==> src/rtl/prv664_wb_pkg.sv <==
// Shared writeback-path types: the FU result entry carried from each FU to
// writeback select, and its reset value.
package prv664_wb_pkg;

    localparam int XLEN         = 64;
    localparam int ITAG_W       = 8;
    localparam int ROB_BANK_BIT = ITAG_W - 1;

    typedef struct packed {
        logic [ITAG_W-1:0] itag;
        logic [XLEN-1:0]   data;
        logic [XLEN-1:0]   csrdata;
        logic [XLEN-1:0]   branchaddr;
        logic              jump;
        logic [4:0]        fflag;
        logic              mmio;
        logic              load_acc_flt;
        logic              load_addr_mis;
        logic              load_page_flt;
        logic              store_acc_flt;
        logic              store_addr_mis;
        logic              store_page_flt;
    } wb_entry_t;

    localparam wb_entry_t WB_ENTRY_ZERO = '0;

endpackage

==> src/rtl/prv664_wb_queue.sv <==
// Per-FU writeback holding FIFO. Fully registered, so there is no input-to-output
// combinational path; a flush empties the queue in a single cycle.
module prv664_wb_queue
    import prv664_wb_pkg::*;
#(
    parameter int DEPTH = 2
) (
    input  logic                     clk_i,
    input  logic                     arst_ni,
    input  logic                     flush_i,
    input  logic                     s_valid_i,
    output logic                     s_ready_o,
    input  wb_entry_t                s_entry_i,
    output logic                     m_valid_o,
    input  logic                     m_ready_i,
    output wb_entry_t                m_entry_o,
    output logic                     m_bank_o,
    output logic [$clog2(DEPTH):0]   count_o
);

    localparam int PW = $clog2(DEPTH);
    localparam int CW = PW + 1;

    wb_entry_t         mem [DEPTH];
    logic [PW-1:0]     wptr, rptr;
    logic [CW-1:0]     count;
    logic              enq, deq;

    // Ready and valid come only from the registered count; when the queue is
    // full, a same-cycle dequeue does not open a slot for the incoming entry.
    assign s_ready_o = (count != CW'(DEPTH));
    assign m_valid_o = (count != '0);
    assign enq       = s_valid_i & s_ready_o;
    assign deq       = m_valid_o & m_ready_i;

    assign m_entry_o = mem[rptr];
    assign m_bank_o  = m_entry_o.itag[ROB_BANK_BIT];
    assign count_o   = count;

    always_ff @(posedge clk_i or negedge arst_ni) begin
        if (!arst_ni) begin
            wptr  <= '0;
            rptr  <= '0;
            count <= '0;
        end else if (flush_i) begin
            wptr  <= '0;
            rptr  <= '0;
            count <= '0;
        end else begin
            if (enq) wptr <= wptr + PW'(1);
            if (deq) rptr <= rptr + PW'(1);
            if (enq && !deq)      count <= count + CW'(1);
            else if (deq && !enq) count <= count - CW'(1);
        end
    end

    // Storage is cleared on reset so the head data is never X after reset.
    always_ff @(posedge clk_i or negedge arst_ni) begin
        if (!arst_ni) begin
            for (int i = 0; i < DEPTH; i++) mem[i] <= WB_ENTRY_ZERO;
        end else if (enq && !flush_i) begin
            mem[wptr] <= s_entry_i;
        end
    end

endmodule

==> config.mk <==
export PLATFORM = sky130hd
export DESIGN_NAME = prv664_wb_queue
export DESIGN_NICKNAME = d
export VERILOG_FILES = /design/src/rtl/prv664_wb_pkg.sv /design/src/rtl/prv664_wb_queue.sv
export SDC_FILE = /design/constraint.sdc
export NUM_CORES = 1
export LEC_CHECK = 0
export CORE_MARGIN = 2
export CORE_UTILIZATION = 47
export DETAILED_ROUTE_END_ITERATION = 12
export MAX_ROUTING_LAYER = met4
export PLACE_DENSITY = 0.76
export SLEW_MARGIN = 20
export SYNTH_ARGS = -nofsm -noshare
export SYNTH_HDL_FRONTEND = slang
export SYNTH_SLANG_ARGS = --single-unit
==> constraint.sdc <==
create_clock -name clk_i -period 2.2 [get_ports clk_i]
set_input_delay 0.22 -clock clk_i [delete_from_list [all_inputs] [get_ports clk_i]]
set_output_delay 0.22 -clock clk_i [all_outputs]
set_load 0.05 [all_outputs]
# Word level (Yosys, flattened, before mapping)
# Index checks and enable logic that the tools add are counted.
[op_classes] n_addsub=4 magnitude_cmp=3 n_eq_ne=1 muxes=13 bitwise_logic=4 reduce_logical=11
[op_table] cell="$mux W213" count=4
[op_table] cell="$bwmux W426" count=1
[op_table] cell="$demux W213 S1" count=1
[op_table] cell="$mux W2" count=3
[op_table] cell="$reduce_bool A2 Y1" count=3
[op_table] cell="$ge A2 B2 Y1 const B" count=2
[op_table] cell="$logic_and A1 B1 Y1" count=4
[op_table] cell="$mux W1" count=4
[op_table] cell="$not A1 Y2" count=2
[op_table] cell="$logic_not A1 Y1" count=3
[op_table] cell="$reduce_bool A3 Y1" count=1
[op_table] cell="$add A1 B1 Y1 const B" count=2
[op_table] cell="$add A2 B1 Y2 const B" count=1
[op_table] cell="$and A1 B1 Y1" count=2
[op_table] cell="$lt A2 B1 Y1 const B" count=1
[op_table] cell="$ne A2 B2 Y1 const B" count=1
[op_table] cell="$sub A2 B1 Y2 const B" count=1
[totals] regBits=430 inputBits=218 out_inout_bits=218 wordCells=65

# Logic depth before layout (Yosys ltp)
# Gate-level depths: netlist of run 1.
[depth] word_depth=7 depth_mapped=6

# Least setup slack after synthesis of run 1
# OpenSTA, ideal clock, no wires.
[synth_timing] path_type="register to register" from="register count[0], in the netlist count_o[0]" to="register mem[141] (netlist bit)" arrival_time_ns=2.207 required_ns=2.075 slack_ns=-0.131 stages_incl_launch_ff=7 synth_period_minus_slack_ns=2.331 cell_sequence="dfrtp_1 -> and2b_1 -> inv_1 -> nand4b_1 -> buf_2 -> buf_6 -> mux2_2"
[synth_between] elab_chain_cells=3
[synth_rtl] element="start: declaration" line="prv664_wb_queue.sv:26" rtl="logic [CW-1:0] count;"
[synth_rtl] element="start signal: assignment" line="prv664_wb_queue.sv:52" rtl="if (enq && !deq) count <= count + CW'(1);"
[synth_rtl] element="start signal: assignment" line="prv664_wb_queue.sv:53" rtl="else if (deq && !enq) count <= count - CW'(1);"
[synth_rtl] element="$ne A2 B2 Y1" line="prv664_wb_queue.sv:31" rtl="assign s_ready_o = (count != CW'(DEPTH));"
[synth_rtl] element="via s_ready_o" line="prv664_wb_queue.sv:12" rtl="output logic s_ready_o,"
[synth_rtl] element="$and A1 B1 Y1" line="prv664_wb_queue.sv:33" rtl="assign enq = s_valid_i & s_ready_o;"
[synth_rtl] element="$logic_and A1 B1 Y1" line="prv664_wb_queue.sv:61" rtl="end else if (enq && !flush_i) begin"
[synth_rtl] element="end signal: indexed assignment" line="prv664_wb_queue.sv:62" rtl="mem[wptr] <= s_entry_i;"
[synth_rtl] element="end: declaration" line="prv664_wb_queue.sv:24" rtl="wb_entry_t mem [DEPTH];"
# The timed path passes the listed nets, and every way through them passes these cells.
# A chain may end at the register's enable or synchronous reset.

==> results of run 1 <==
-- worst reg2reg max path, stage by stage (launching register included) --
cell      delay, ps
dfrtp_2         400
and2b_1         290
inv_1           110
nand4b_1        240
buf_12          210
buf_12          220
mux2_2          410
-- per-layer routing --
layer	part of all wire [%]	wire, um	track usage, %	up-vias
met5	0	0	-	-
met4	2.9	1320	7.92	0
met3	8.8	4000	8.35	90
met2	48	21900	35.6	374
met1	40	18400	27.1	5880
li1	-	-	-	5147
-- stage by stage --
stage	utilization, %	setup TNS, ps	total power (W)	hold slack [ps]
2_1_floorplan	-	-145	0.0177	-75.6
3_3_place_gp	60.1	0	0.0204	188
3_5_place_dp	60.1	-1000	0.0207	188
4_1_cts	64.7	-1130	0.0287	190
5_1_grt	65.5	-2610	0.0299	228
6_report	65.5	0	0.0286	194
-- Yosys cell counts, drive strengths merged --
master	count
dfrtp	430
nand3b	1
a21o	1
or3	1
a21oi	4
or2	2
o211ai	1
mux2i	1
inv	2
nor2	1
nor3b	1
nand4b	1
buf	47
clkbuf	24
mux2	639
xor2	1
o21ai	2
and2b	1
nor4	1
-- cell usage in the layout (no fill, tap or decap), types with 2 or more instances in the layout --
cell type,n
mux2_2,634
dfrtp_1,427
clkdlybuf4s50_1,218
buf_4,166
buf_6,77
clkbuf_16,52
buf_12,29
clkbuf_1,16
diode_2,9
clkbuf_8,8
clkinv_2,6
mux2_4,5
a21oi_1,4
buf_16,3
inv_1,2
or2_2,2
o21ai_0,2
bufinv_16,2
dfrtp_2,2
-- sequential cells by signal, summed over array words and instances, names as in the netlist --
name,cells
rptr,1
mem,426
count_o,2
wptr,1
-- path summary, 6_finish.rpt --
kind / start / to / slack, ps / cells past startpoint
worst max-delay path: rptr / m_entry_o[33] / 20 / 4
worst min-delay path: arst_ni / mem[246] / 190 / 2
worst max register to register: count_o[0] / mem[198] / 200 / 6
worst min register to register: mem[60] / mem[60] / 500 / 1
max in group asynchronous: arst_ni / mem[265] / 1210 / 3
min in group clk_i: s_entry_i[184] / mem[184] / 290 / 2
-- timing repair --
item	in CTS	in global routing
resized for setup	50	54
pin swaps	0	0
buffers inserted	3	0
endpoints found under the hold margin	115	0
setup endpoints to repair	211	155
hold buffers	1	0
gates cloned	1	3
-- report_power, final --
part	internal [W]	switching, W	leakage, nW
combinational	0.00443	0.00576	5.10
clock	0.00457	0.00308	0.732
sequential	0.00988	0.000919	5.12
-- layout make-up --
| class | count | area [um^2] | area share, % |
|---|---|---|---|
| Sequential cell | 430 | 10800 | 42.5 |
| Inverter | 2 | 7.51 | 0.0296 |
| Multi-Input combinational cell | 658 | 7350 | 29.0 |
| Clock inverter | 9 | 97.6 | 0.385 |
| Timing Repair Buffer | 499 | 5070 | 20.0 |
| Clock buffer | 73 | 1400 | 5.51 |
| Tap cell | 518 | 648 | 2.56 |
| Antenna cell | 9 | 22.5 | 0.0888 |
-- logic make-up (layout without fill, tap and decap cells) --
kind of cell	Yosys count	after routing
muxes	640	640
buffers and inverters	73	583
xor gates and xnor gates	1	1
AOI/OAI and AO/OA	8	8
DFF	430	430
other	0	9
and+or+nand+nor	9	9
==> metrics, run 1 <==
Clock H-tree levels=2; Syn Inst Count=roughly 1200; via density per instance=5.23; total grt overflow=0; Worst slew margin=65.0%; Adder-Cell Fraction of Synth Area=0%; detailed-route via count=11500; wirelength, routed=45600 um; Worst-path clk slew=~60 ps; fin cells=2198; simple-gate share of the synthesized area=0.406%; buffers and inverters on the worst path=3; synthesized area per cell=15.9 um^2; status=finished clean; Syn Nets=between 1000 and 1500; Synth Area in XOR/XNOR=0.0474%; drt drc=0; Clock Tree Buf Depth=3; Port Buffers=435; Min Clock Period, post-route=between 2000 and 2500 ps; synthesized cell area=18500 um^2; synth unique cells=21; post-detail-place hpwl=approximately 32000 um; worst min-delay path category=input pin to asynchronous set/reset pin; nets=1856; First DRT Iteration DRCs=a little under 400; Syn-to-layout area delta=37.3%; vias in the first global route=~13000; CP peak stage delay=between 400 and 500 ps; crit-path cells=buf_12, buf_4, mux2_2, buf_4; main combinational cell family by area after synthesis=multiplexers; Ys Warns=0; die width=202 um; Worst EP required=between 1500 and 2000 ps; CTS Sinks=430; crit path max-delay cell type=dfrtp_4; Layout fillers=2788; critical path launch point type=flop; Worst Max-Slew Pin Slew=524 ps; Initial Util=47.7%; Worst Slack Setup Final=23.1 ps; Max FO, Critical Path=9; Placed Area=23300 um^2; VDD IR max=0.000740 V; Die Ht=202 um; CTS Buf Count=47; #FFs+latches synth=430; crit end category=output port; Final ANT Viol Nets=0; power per cell area=between 1000 and 1500 nW/um^2; drt first pass iters=4; routability cong.=~0.8; largest net degree at the start of global routing=73; unrepaired setup endpoints after global routing=true; core area=38700 um^2; Worst Path Class, Setup=flop to output port; final hold vios=0; share of layout cells above drive strength 1=59.2%; root buf cell=clkbuf_16; crit-path most repeated cell=buf_4; cell taking the most area after synthesis=dfrtp_1; clock latency at the later pin of the worst-skew pair=~560 ps; per-cell routed wire length=20.7 um; WP data arrival=1960 ps; # setup viols final=0; sequential element share of the synthesized area=58.2%; Placed Cells=2099; dominant cells by area after synthesis=dfrtp_1, mux2_2, buf_2; Pleak=roughly 11 nW; Post-Place Setup Slack=-39.3 ps; period utilization=99.0%; post-synthesis mux area share=about two fifths; f_max=459 MHz; skew final=roughly 12 ps; row cnt=72; Top Ports=436; Die ar.=40900 um^2; Synth top area share=58.2%; Slew Viols, Final=0; Global Route Usage Sum=22.7%; Max Cap Viol=0; first-pass GRT wire length=70800 um; Final Cell Area=25400 um^2; CP delay by family, top=buffers and inverters; area fraction in compound gates after synthesis=0.244%; initial antenna violation count=9; CTS tree=done
Power figures use the tool's default switching activity.
==> run 2: changes to the inputs <==
--- a/config.mk
+++ b/config.mk
@@ -6,10 +6,10 @@
 export NUM_CORES = 1
 export LEC_CHECK = 0
 export CORE_MARGIN = 2
-export CORE_UTILIZATION = 47
+export CORE_UTILIZATION = 40
 export DETAILED_ROUTE_END_ITERATION = 12
 export MAX_ROUTING_LAYER = met4
-export PLACE_DENSITY = 0.76
+export PLACE_DENSITY = 0.66
 export SLEW_MARGIN = 20
 export SYNTH_ARGS = -nofsm -noshare
 export SYNTH_HDL_FRONTEND = slang
==> run 2 against run 1 <==
  * The run now ends with setup timing left
  * Global-route usage fell by 3.3 points
  * First-iteration DRC count shrank 6.6%
  * Sequential share of layout area down 0.87 points
  * Non-clock buffer count grew 5
  * Combinational power about the same
  * Final cell count up 4.2%
  * Hold slack better by 17 ps
  * Count of clock-buffer cells in the layout stayed put
  * Total power increased by 2.4%
  * Die area increased by 17%
  * Core utilization decreased by 8.5 points
  * Largest power group unchanged
==> metrics, run 2 (same netlist as run 1, synthesis figures left out) <==
status=complete, but fails checks; failing checks=setup timing; M1 wire length=between 15000 and 20000 um; total grt overflow=0; WP data arrival=1980 ps; Reg with most FFs=mem; Worst EP required=1980 ps; metal2 WL=~22000 um; vias in the first global route=12500; VDD IR max=0.000812 V; power share of the clock group=around 27%; Pleak=about 11 nW; # setup viols final=1; Die Ht=219 um; f_max=454 MHz; multi-input combinational cell area=7420 um^2; uppermost layer routed=met4; die width=219 um; core area=45500 um^2; Syn-to-layout area delta=40.1%; Slew Viols, Final=0; Die ar.=47900 um^2; total power=0.0293 W; Final ANT Viol Nets=0; Logic pwr share=35.9%; root buf cell=clkbuf_16; final hold vios=0; power per cell area=~1100 nW/um^2; crit-path most repeated cell=buf_12; Clock H-tree levels=2; r2r worst-path depth=6; via density per instance=about 5.0; Initial Util=40.6%; CTS Buf Count=48; switching power=0.00987 W; First DRT Iteration DRCs=368; crit end category=output port; routability cong.=0.771; Worst slew margin=66.6%; worst min-delay path category=input pin to asynchronous set/reset pin; largest net degree at the start of global routing=67; most common cell after layout, fill and taps aside=mux2_2; Pint=approximately 0.019 W; register area=10800 um^2; unrepaired setup endpoints after global routing=true; crit-path cells=buf_12, buf_12, mux2_2, buf_4; CTS Sinks=430; crit path max-delay cell type=dfrtp_4; r2r endpoint=mem[80]; drt first pass iters=4; Top Ports=between 400 and 500; Max FO, Critical Path=19; skew final=about 10 ps; Placed Area=~23000 um^2; initial antenna violation count=12; number of flip-flops in the largest register=~430; detailed-route via count=about 11000; row cnt=78; power share of the sequential group=36.8%; post-detail-place hpwl=32400 um; critical path launch point type=flop; Max Cap Viol=0; clock latency at the later pin of the worst-skew pair=570 ps; wirelength, routed=46000 um; Final Cell Area=25900 um^2; share of layout cells above drive strength 1=59.8%; Worst Slack Setup Final=-1.80 ps; Worst-path clk slew=roughly 60 ps; wire length on met3=4020 um; CP delay by family, top=buffers and inverters; drt drc=0; Worst Path Class, Setup=flop to output port; Worst Max-Slew Pin Slew=501 ps; CP peak stage delay=between 400 and 500 ps; buffers and inverters on the worst path=3; r2r setup slk=240 ps; per-cell routed wire length=about 20 um; first-pass GRT wire length=just over 70000 um; most frequent cells in the layout=mux2_2, dfrtp_1, clkdlybuf4s50_1; period utilization=100%; Clock Tree Buf Depth=3; Port Buffers=about 440; Layout fillers=3704; CTS tree=done; Switching Fraction=33.7%; Post-Place Setup Slack=21.7 ps; R2R Path Start=count_o[0]; final core occ=56.9%; Min Clock Period, post-route=2200 ps; Global Route Usage Sum=between 10% and 20%; nets=approximately 1900
run 2: cell count changes in the layout (fill, tap and decap cells not counted):
cell | before | now
clkbuf_8 | 8 | 14
buf_4 | 166 | 101
clkbuf_1 | 16 | 10
bufinv_16 | 2 | 3
buf_6 | 77 | 151
mux2_4 | 5 | 22
diode_2 | 9 | 13
clkinv_2 | 6 | 7
buf_12 | 29 | 26
mux2_2 | 634 | 617
clkbuf_16 | 52 | 51
run 2: per-stage QoR:
step / setup TNS (ps) / hold WS, ps / std cells
floorplan: -145 / -75.6 / 1161
global placement: 0 / 197 / 2184
detailed placement: 0 / 207 / 2184
CTS: -1430 / 197 / 2273
global route: -4140 / 230 / 2290
finish: -1.80 / 211 / 2291
run 2: metal layers:
| layer | up-vias | global-route usage, % |
|---|---|---|
| li1 | 5158 | - |
| met1 | 5865 | 23.4 |
| met2 | 321 | 30.3 |
| met3 | 80 | 7.15 |
| met4 | 0 | 6.37 |
| met5 | - | - |
run 2: cell type report:
type                    instances  share of cell area [%]
multi-input cells             658                    28.6
flip-flops and latches        430                    41.6
clock inverters                11                   0.512
clock buffers                  73                    5.63
repair buffers                504                    20.6
inverters                       2                  0.0290
well taps                     600                    2.90
diodes                         13                   0.126
run 2: how the worst max path moves through the flow:
stage	slack, ps	cells past startpoint	to	from
after floorplan	-2	6	mem[141]	count_o[0]
after global placement	30	6	mem[323]	s_valid_i
after detailed placement	20	6	mem[382]	s_valid_i
after CTS	-50	4	m_entry_o[178]	rptr
after global routing	-70	4	m_entry_o[163]	rptr
final	-2	4	m_entry_o[88]	rptr
run 2: worst register-to-register path, cell delays in order, from the launching register on:
cell and delay (ps):
dfrtp_2 400, and2b_1 290, inv_1 110, nand4b_1 190, buf_4 230, buf_12 240, mux2_2 400
run 2: power groups by stage:
stage,Combinational [W],Clock [W],Sequential [W]
2_1_floorplan,0.00712,0,0.0106
3_3_place_gp,0.00976,0,0.0108
3_5_place_dp,0.00989,0,0.0109
4_1_cts,0.0104,0.00824,0.0108
5_1_grt,0.0110,0.00859,0.0110
6_report,0.0105,0.00801,0.0108
run 2: what timing repair did:
item / in CTS / in global routing
endpoints found under the hold margin: 37 / 0
gates cloned: 1 / 2
pin swaps: 0 / 0
hold buffers: 1 / 0
setup endpoints to repair: 197 / 144
buffers inserted: 3 / 3
resized for setup: 112 / 65
==> run 3: changes to the inputs <==
--- a/config.mk
+++ b/config.mk
@@ -9,8 +9,9 @@
 export CORE_UTILIZATION = 40
 export DETAILED_ROUTE_END_ITERATION = 12
 export MAX_ROUTING_LAYER = met4
-export PLACE_DENSITY = 0.66
+export PLACE_DENSITY = 0.64
 export SLEW_MARGIN = 20
 export SYNTH_ARGS = -nofsm -noshare
 export SYNTH_HDL_FRONTEND = slang
 export SYNTH_SLANG_ARGS = --single-unit
+export TNS_END_PERCENT = 50
==> run 3 against run 2 <==
  * The flow still finishes with violations (setup timing)
  * Register-to-register slack lost 50 ps
  * Routed wire length grew 6.8%
  * Non-clock buffer count grew 12
  * Global-route usage grew 0.72 points
  * Sequential power is essentially flat
  * Final cell count grew 0.52%
  * Sequential cell count is the same
  * Largest power group is now combinational cells
  * Highest routed layer unchanged
==> metrics, run 3 (same netlist as run 1, synthesis figures left out) <==
status=complete, but fails checks; failing checks=setup timing; crit-path cells=buf_12, clkbuf_16, clkbuf_16, mux2_4, buf_8; r2r setup slk=190 ps; First DRT Iteration DRCs=between 400 and 500; Final ANT Viol Nets=0; switching power=0.00997 W; per-cell routed wire length=21.4 um; CP peak stage delay=500 ps; CTS Buf Count=48; Placed Area=23400 um^2; Switching Fraction=33.9%; Worst EP required=roughly 2000 ps; wirelength, routed=slightly below 50000 um; core area=45500 um^2; nets=between 1500 and 2000; number of flip-flops in the largest register=426; crit path to=m_entry_o[68]; r2r endpoint=mem[92]; power share of the clock group=a little over a quarter; Min Clock Period, post-route=2260 ps; Post-Place Setup Slack=-84.9 ps; largest net degree at the start of global routing=slightly above 70; Top Ports=436; Global Route Usage Sum=around a fifth; drt drc=0; period utilization=103%; Max Cap Viol=0; detailed-route via count=11500; Clock Tree Buf Depth=3; first-pass GRT wire length=between 70000 and 80000 um; Max FO, Critical Path=8; CP startpoint=rptr; R2R Path Start=count_o[1]; Worst slew margin=63.8%; f_max=443 MHz; total power=~0.029 W; WP data arrival=2040 ps; Clock H-tree levels=2; final core occ=58.0%; Worst Max-Slew Pin Slew=541 ps; unrepaired setup endpoints after global routing=true; # setup viols final=140; row cnt=78; via density per instance=4.98; power per cell area=1110 nW/um^2; root buf cell=clkbuf_16; most frequent cells in the layout=mux2_2, dfrtp_1, clkdlybuf4s50_1; final hold vios=0; worst min-delay path category=input pin to asynchronous set/reset pin; routability cong.=0.822; Pleak=11.3 nW; Worst Slack Setup Final=-57.5 ps; Initial Util=40.6%; Reg with most FFs=mem; Logic pwr share=37.1%; Slew Viols, Final=0; most common cell after layout, fill and taps aside=mux2_2; crit path max-delay cell type=dfrtp_4; crit end category=output port; r2r worst-path depth=6; power share of the sequential group=around 37%; Final Cell Area=26400 um^2; skew final=around 13 ps; Port Buffers=435; CTS tree=done; initial antenna violation count=12; critical path launch point type=flop; drt first pass iters=4; crit-path most repeated cell=clkbuf_16; die width=between 200 and 250 um; share of layout cells above drive strength 1=roughly 60%; total grt overflow=0; Die ar.=around 48000 um^2; Pint=0.0194 W; Die Ht=219 um; vias in the first global route=12600; VDD IR max=0.000832 V; clock latency at the later pin of the worst-skew pair=approximately 560 ps; Worst Path Class, Setup=flop to output port; Placed Cells=between 2000 and 2500; CTS Sinks=430; fin cells=2303; Worst-path clk slew=roughly 50 ps; post-detail-place hpwl=32700 um; Syn-to-layout area delta=42.8%
[run 3: final cells by class]
type / instances / area, um^2
Inverter: 2 / 7.51
Timing Repair Buffer: 516 / 5950
Fill cell: 3706 / 19100
Clock buffer: 76 / 1450
Multi-Input combinational cell: 658 / 7350
Tap cell: 600 / 751
Antenna cell: 13 / 32.5
Clock inverter: 8 / 65.1
Sequential cell: 430 / 10800
[run 3: worst min path at each step]
stage,to,cells after the start
after floorplan,count_o[0],0
after global placement,mem[25],1
after detailed placement,mem[25],1
after CTS,mem[25],2
after global routing,mem[25],2
final,mem[25],2
[run 3: worst max-delay path: cells and delay by family, from the launching register on]
kind                   cells  cell delay [ps]
buffers and inverters      4              650
muxes                      1              310
DFF                        1              500
[run 3: stage by stage]
step | hold WS (ps) | setup TNS, ps
floorplan | -75.6 | -145
global placement | 162 | -7530
detailed placement | 162 | -9760
CTS | 146 | -6250
global route | 173 | -13640
finish | 167 | -2300
[run 3: what timing repair did]
item | CTS | global route
setup buffers | 8 | 4
gates resized for setup | 85 | 146
hold endpoints to repair | 197 | 0
hold buffers | 1 | 0
pin swaps | 0 | 0
setup endpoints to repair | 151 | 167
cloned | 3 | 16
[run 3: power by group through the flow]
stage,clock (W),combinational [W],sequential (W)
5_1_grt,0.00832,0.0114,0.0110
3_5_place_dp,0,0.00988,0.0109
6_report,0.00771,0.0109,0.0108
3_3_place_gp,0,0.00976,0.0108
2_1_floorplan,0,0.00712,0.0106
4_1_cts,0.00793,0.0103,0.0108
[run 3: layer usage]
| metal | wire (um) | vias to the layer above | part of all wire [%] | global-route usage (%) |
|---|---|---|---|---|
| li1 | - | 5206 | - | - |
| met1 | 20400 | 5880 | 41 | 24.6 |
| met2 | 23500 | 325 | 48 | 31.8 |
| met3 | 4250 | 66 | 8.6 | 7.07 |
| met4 | 996 | 0 | 2.0 | 5.54 |
| met5 | 0 | - | 0 | - |
